**config.mk**
```make
export PLATFORM = sky130hd
export DESIGN_NAME = fpu_retire
export DESIGN_NICKNAME = d
export VERILOG_FILES = /design/src/rtl/fpu_retire.sv
export SDC_FILE = /design/constraint.sdc
export NUM_CORES = 1
export LEC_CHECK = 0
export CAP_MARGIN = 20
export CORE_MARGIN = 2
export CORE_UTILIZATION = 54
export CTS_CLUSTER_SIZE = 14
export DETAILED_ROUTE_END_ITERATION = 10
export GPL_TIMING_DRIVEN = 1
export PLACE_DENSITY = 0.84
export SLEW_MARGIN = 10
export SYNTH_ARGS = -nofsm -noshare
export SYNTH_HDL_FRONTEND = slang
export SYNTH_SLANG_ARGS = --single-unit
```
**constraint.sdc**
```tcl
create_clock -name clk -period 4 [get_ports clk]
set_input_delay 0.8 -clock clk [delete_from_list [all_inputs] [get_ports clk]]
set_output_delay 0.8 -clock clk [all_outputs]
set_load 0.01 [all_outputs]
```
**src/rtl/fpu_retire.sv**
```systemverilog
// FPU result retire stage: 2-entry FIFO with sticky fflags, flag/result legality check and retire counter.
// Optional macro FPU_RETIRE_CANON_NAN_EN canonicalises stored NaN results to 32'h7fc00000.
module fpu_retire #(
   parameter int unsigned CNT_W = 16
) (
   input  logic             clk,
   input  logic             rst_n,
   input  logic             in_valid,
   output logic             in_ready,
   input  logic [31:0]      in_o,
   input  logic [4:0]       in_flags,
   output logic             out_valid,
   input  logic             out_ready,
   output logic [31:0]      out_o,
   output logic [4:0]       out_flags,
   output logic [4:0]       fflags,
   input  logic             fflags_clr,
   output logic             viol,
   output logic [CNT_W-1:0] retired
);
   localparam int unsigned DW = 32;
   localparam int unsigned FW = 5;

   logic [1:0]       count_q, count_d;
   logic             in_ready_q, in_ready_d;
   logic             out_valid_q, out_valid_d;
   logic [DW-1:0]    out_o_q, out_o_d;
   logic [FW-1:0]    out_flags_q, out_flags_d;
   logic [DW-1:0]    tail_o_q, tail_o_d;
   logic [FW-1:0]    tail_flags_q, tail_flags_d;
   logic [FW-1:0]    fflags_q, fflags_d;
   logic             viol_q, viol_d;
   logic [CNT_W-1:0] retired_q, retired_d;

   logic          accept;
   logic          pop;
   logic [DW-1:0] store_o;
   logic          bad_combo;
   logic          is_inf, is_qnan, is_sub_or_zero;

   // Legality of flags against the original (uncanonicalised) result
   always_comb begin
      is_inf         = (in_o[30:23] == 8'hff) && (in_o[22:0] == 23'd0);
      is_qnan        = (in_o[30:23] == 8'hff) && in_o[22];
      is_sub_or_zero = (in_o[30:23] == 8'h00);
      bad_combo = (in_flags[2] && !in_flags[0])
                | (in_flags[1] && !in_flags[0])
                | (in_flags[3] && !is_inf)
                | (in_flags[4] && !is_qnan)
                | (in_flags[1] && !is_sub_or_zero);
   end

   always_comb begin
`ifdef FPU_RETIRE_CANON_NAN_EN
      store_o = ((in_o[30:23] == 8'hff) && (in_o[22:0] != 23'd0)) ? 32'h7fc00000 : in_o;
`else
      store_o = in_o;
`endif
   end

   always_comb begin
      count_d      = count_q;
      out_o_d      = out_o_q;
      out_flags_d  = out_flags_q;
      tail_o_d     = tail_o_q;
      tail_flags_d = tail_flags_q;
      accept       = in_valid && in_ready_q;
      pop          = out_valid_q && out_ready;

      // Head lives in the output registers; the tail slot backs it up when full
      case (count_q)
         2'd0: begin
            if (accept) begin
               out_o_d     = store_o;
               out_flags_d = in_flags;
               count_d     = 2'd1;
            end
         end
         2'd1: begin
            if (accept && pop) begin
               out_o_d     = store_o;
               out_flags_d = in_flags;
            end else if (accept) begin
               tail_o_d     = store_o;
               tail_flags_d = in_flags;
               count_d      = 2'd2;
            end else if (pop) begin
               count_d = 2'd0;
            end
         end
         default: begin
            if (pop) begin
               out_o_d     = tail_o_q;
               out_flags_d = tail_flags_q;
               count_d     = 2'd1;
            end
         end
      endcase

      in_ready_d  = (count_d != 2'd2);
      out_valid_d = (count_d != 2'd0);

      // A set in the same cycle as a clear wins
      fflags_d = (fflags_clr ? FW'(0) : fflags_q) | (accept ? in_flags : FW'(0));
      viol_d   = (fflags_clr ? 1'b0 : viol_q) | (accept && bad_combo);

      retired_d = retired_q;
      if (accept && (retired_q != {CNT_W{1'b1}})) begin
         retired_d = retired_q + CNT_W'(1);
      end
   end

   always_ff @(posedge clk or negedge rst_n) begin
      if (!rst_n) begin
         count_q      <= 2'd0;
         in_ready_q   <= 1'b1;
         out_valid_q  <= 1'b0;
         out_o_q      <= '0;
         out_flags_q  <= '0;
         tail_o_q     <= '0;
         tail_flags_q <= '0;
         fflags_q     <= '0;
         viol_q       <= 1'b0;
         retired_q    <= '0;
      end else begin
         count_q      <= count_d;
         in_ready_q   <= in_ready_d;
         out_valid_q  <= out_valid_d;
         out_o_q      <= out_o_d;
         out_flags_q  <= out_flags_d;
         tail_o_q     <= tail_o_d;
         tail_flags_q <= tail_flags_d;
         fflags_q     <= fflags_d;
         viol_q       <= viol_d;
         retired_q    <= retired_d;
      end
   end

   assign in_ready  = in_ready_q;
   assign out_valid = out_valid_q;
   assign out_o     = out_o_q;
   assign out_flags = out_flags_q;
   assign fflags    = fflags_q;
   assign viol      = viol_q;
   assign retired   = retired_q;

endmodule

```
==> results.py <==
metrics = {
    "critical_path": {
        "startpoint_type": "input port",
        "timing.rr.end": "tail_o_q[22]",
        "arrival_ps": 2930,
        "end_kind": "register",
        "cp_max_fo": 21,
        "r2r_setup_slack_ps": 1570,
        "critical_path_required_ps": 4260,
        "cp-startpoint": "in_valid",
        "r2r_cells": 4,
        "rr_startpoint": "count_q[1]",
        "path_class": "in -> reg",
    },
    "yosys": {
        "synth_edf_count": 0,
        "synth_cell_types": 37,
        "synth.area.top_cells": "dfrtp_1, mux2_2, mux2_4",
        "async_flop_share_pct": 100,
        "syn_area_sq_um": 4600,
        "yosysTopAreaCell": "dfrtp_1",
        "syn_inst": 336,
        "yosysWarnings": 0,
        "synth_seq_cells": 100,
        "syn_area_per_cell_sq_um": 13.7,
        "synth_top_area_share_pct": 53.8,
        "synth-seq-area-share_pct": 54.4,
        "synth_nets": 379,
        "synth_flop_cell": "dfrtp_1",
    },
    "power": {
        "p_leak_nw": 2.50,
        "ir_drop_mv": 0.339,
        "power.density_nw_per_um2": 744,
    },
    "final_layout": {
        "diodes": 0,
        "final_cell_mix": "clkdlybuf4s50_1, dfrtp_1, mux2_2",
        "areaGrowthSynthToFinish_pct": 28.6,
        "seqCellArea_sq_um": 2500,
        "layout_commonest_cell": "clkdlybuf4s50_1",
        "drive_above_1_share_pct": 31.2,
        "n_fill_cell": 585,
        "final_util_pct": 71.6,
        "nNetsFinal": 480,
        "multi_input_area_sq_um": 1970,
    },
    "hold_path": {
        "hp-class": "reg -> reg",
        "hold_depth": 1,
        "holdPathEnd": "tail_o_q[15]",
        "hp-start": "tail_o_q[15]",
    },
    "drt": {
        "dr.first_iter.drc_count": 109,
        "drt-total-wl_mm": 9.54,
        "via_per_inst": 5.53,
        "num_vias": 3024,
        "firstDrtPassIters": 4,
        "avgRoutedWirePerCell_microns": 17.4,
        "ant_nets": 0,
        "drt_drc_violations_left": 0,
    },
    "global_route": {
        "grt_use_total_pct": 22.3,
        "grt_max_degree": 80,
        "grt_remaining_overflow": 0,
        "antenna_found_initial": 0,
        "grt_pass1_wl_mm": 15.6,
        "grt_pass1_vias": 3136,
    },
    "sta": {
        "rsz0062_at_grt": "false",
        "period_minus_slack_ps": 2670,
        "fin_setup_tns_ps": 0,
        "fmax_mhz": 374,
        "hold_violations": 0,
        "maxSlewHeadroom_pct": 35.7,
        "drv_slew": 0,
        "finalSetupViolations": 0,
        "finalCritPeriodShare_pct": 66.8,
        "fin_skew_ps": 10.8,
        "tightest_slew_ps": 965,
    },
    "die": {
        "die-height_microns": 96.3,
        "boundaryPins": 103,
        "die_w_microns": 96.3,
        "die-area_sq_um": 9270,
        "start_util_pct": 55.7,
        "rows": 33,
        "coreArea_sq_um": 8260,
    },
    "cts": {
        "cts_tree": "built",
        "postCtsHoldBufs": 0,
        "htreeDepth": 3,
        "cts-root-buf": "clkbuf_8",
        "numCtsBuffers": 9,
        "cts_max_path_buffers": 2,
        "cts_resized": 0,
        "clk_pin_slew_ps": 90,
        "post-cts-setup-buffers": 0,
        "worstSkewPairLatency_ps": 370,
        "cts.sinks": 100,
    },
    "place": {
        "portBuffers": 102,
        "dpl.hpwl_mm": 6.68,
        "gp_congestion": 0.899,
    },
    "outcome": {
        "status": "complete, no violations",
    },
    "flow_run": {
        "maxCapViolCount": 0,
    },
}
[kinds of logic after synthesis]
group / count (synthesis) / share of synthesized area [%]
xor+xnor: 9 / 1.71
mux: 116 / 29.9
simple gates: 65 / 7.70
flops: 100 / 54.4
fa+ha+maj: 1 / 0.272
compound gates: 22 / 3.10
buf+inv: 23 / 2.88
[synth_stat cells (5+ instances only)]
| cell type | n |
|---|---|
| a21oi_1 | 5 |
| dfrtp_1 | 99 |
| inv_1 | 8 |
| mux2_2 | 94 |
| mux2_4 | 19 |
| nand2_1 | 15 |
| nand3_1 | 10 |
| nand4_1 | 10 |
| nor2_1 | 6 |
| nor4_1 | 5 |
| o21ai_0 | 6 |
| xnor2_1 | 9 |
[where the power goes]
group / internal [mW] / switching (mW) / total (mW)
Combinational: 1.21 / 0.652 / 1.86
Clock: 0.372 / 0.351 / 0.723
Sequential: 1.47 / 0.341 / 1.82
[registers in the layout (all words and copies together) (netlist names)]
register,cells
tail_o_q,32
out_o,32
out_flags,5
viol,1
out_valid,1
retired,16
count_q,2
fflags,5
tail_flags_q,5
in_ready,1
[layer usage]
layer | track usage, % | share of wire (%)
met5 | 0 | 0
met4 | 9.15 | 2.3
met2 | 35.4 | 48
met3 | 4.78 | 4.3
met1 | 30.0 | 45
[stage by stage]
stage	instances	hold WS, ps	power [mW]	worst slack [ps]	cell area, sq um
3_5_place_dp	531	489	3.71	918	5690
4_1_cts	547	513	4.44	1320	5920
2_1_floorplan	336	474	2.91	1940	4600
3_3_place_gp	531	479	3.63	985	5690
5_1_grt	547	525	4.67	1200	5920
6_report	547	509	4.40	1330	5920
[how the worst max path moves through the flow]
stage / to / slack [ps] / depth (start not counted)
final: out_o[10] / 1330 / 6
after CTS: out_flags[2] / 1320 / 6
after detailed placement: out_o[10] / 920 / 6
after global routing: out_o[3] / 1200 / 6
after global placement: out_flags[0] / 980 / 6
after floorplan: tail_flags_q[0] / 1940 / 7
[worst max-delay path, stage by stage]
cell	delay [ps]
clkdlybuf4s50_1	510
and2_1	410
nor2_2	120
nor2_4	490
buf_12	250
mux2_2	350
[cell type report]
cell class	instances	area share, %
multi-input cells	213	33.3
clock buffers	11	2.39
inverters	8	0.508
well taps	105	2.22
flip-flops and latches	100	42.3
repair buffers	105	17.8
clock inverters	5	1.44
No activity file was read; power rests on OpenSTA's default activity.
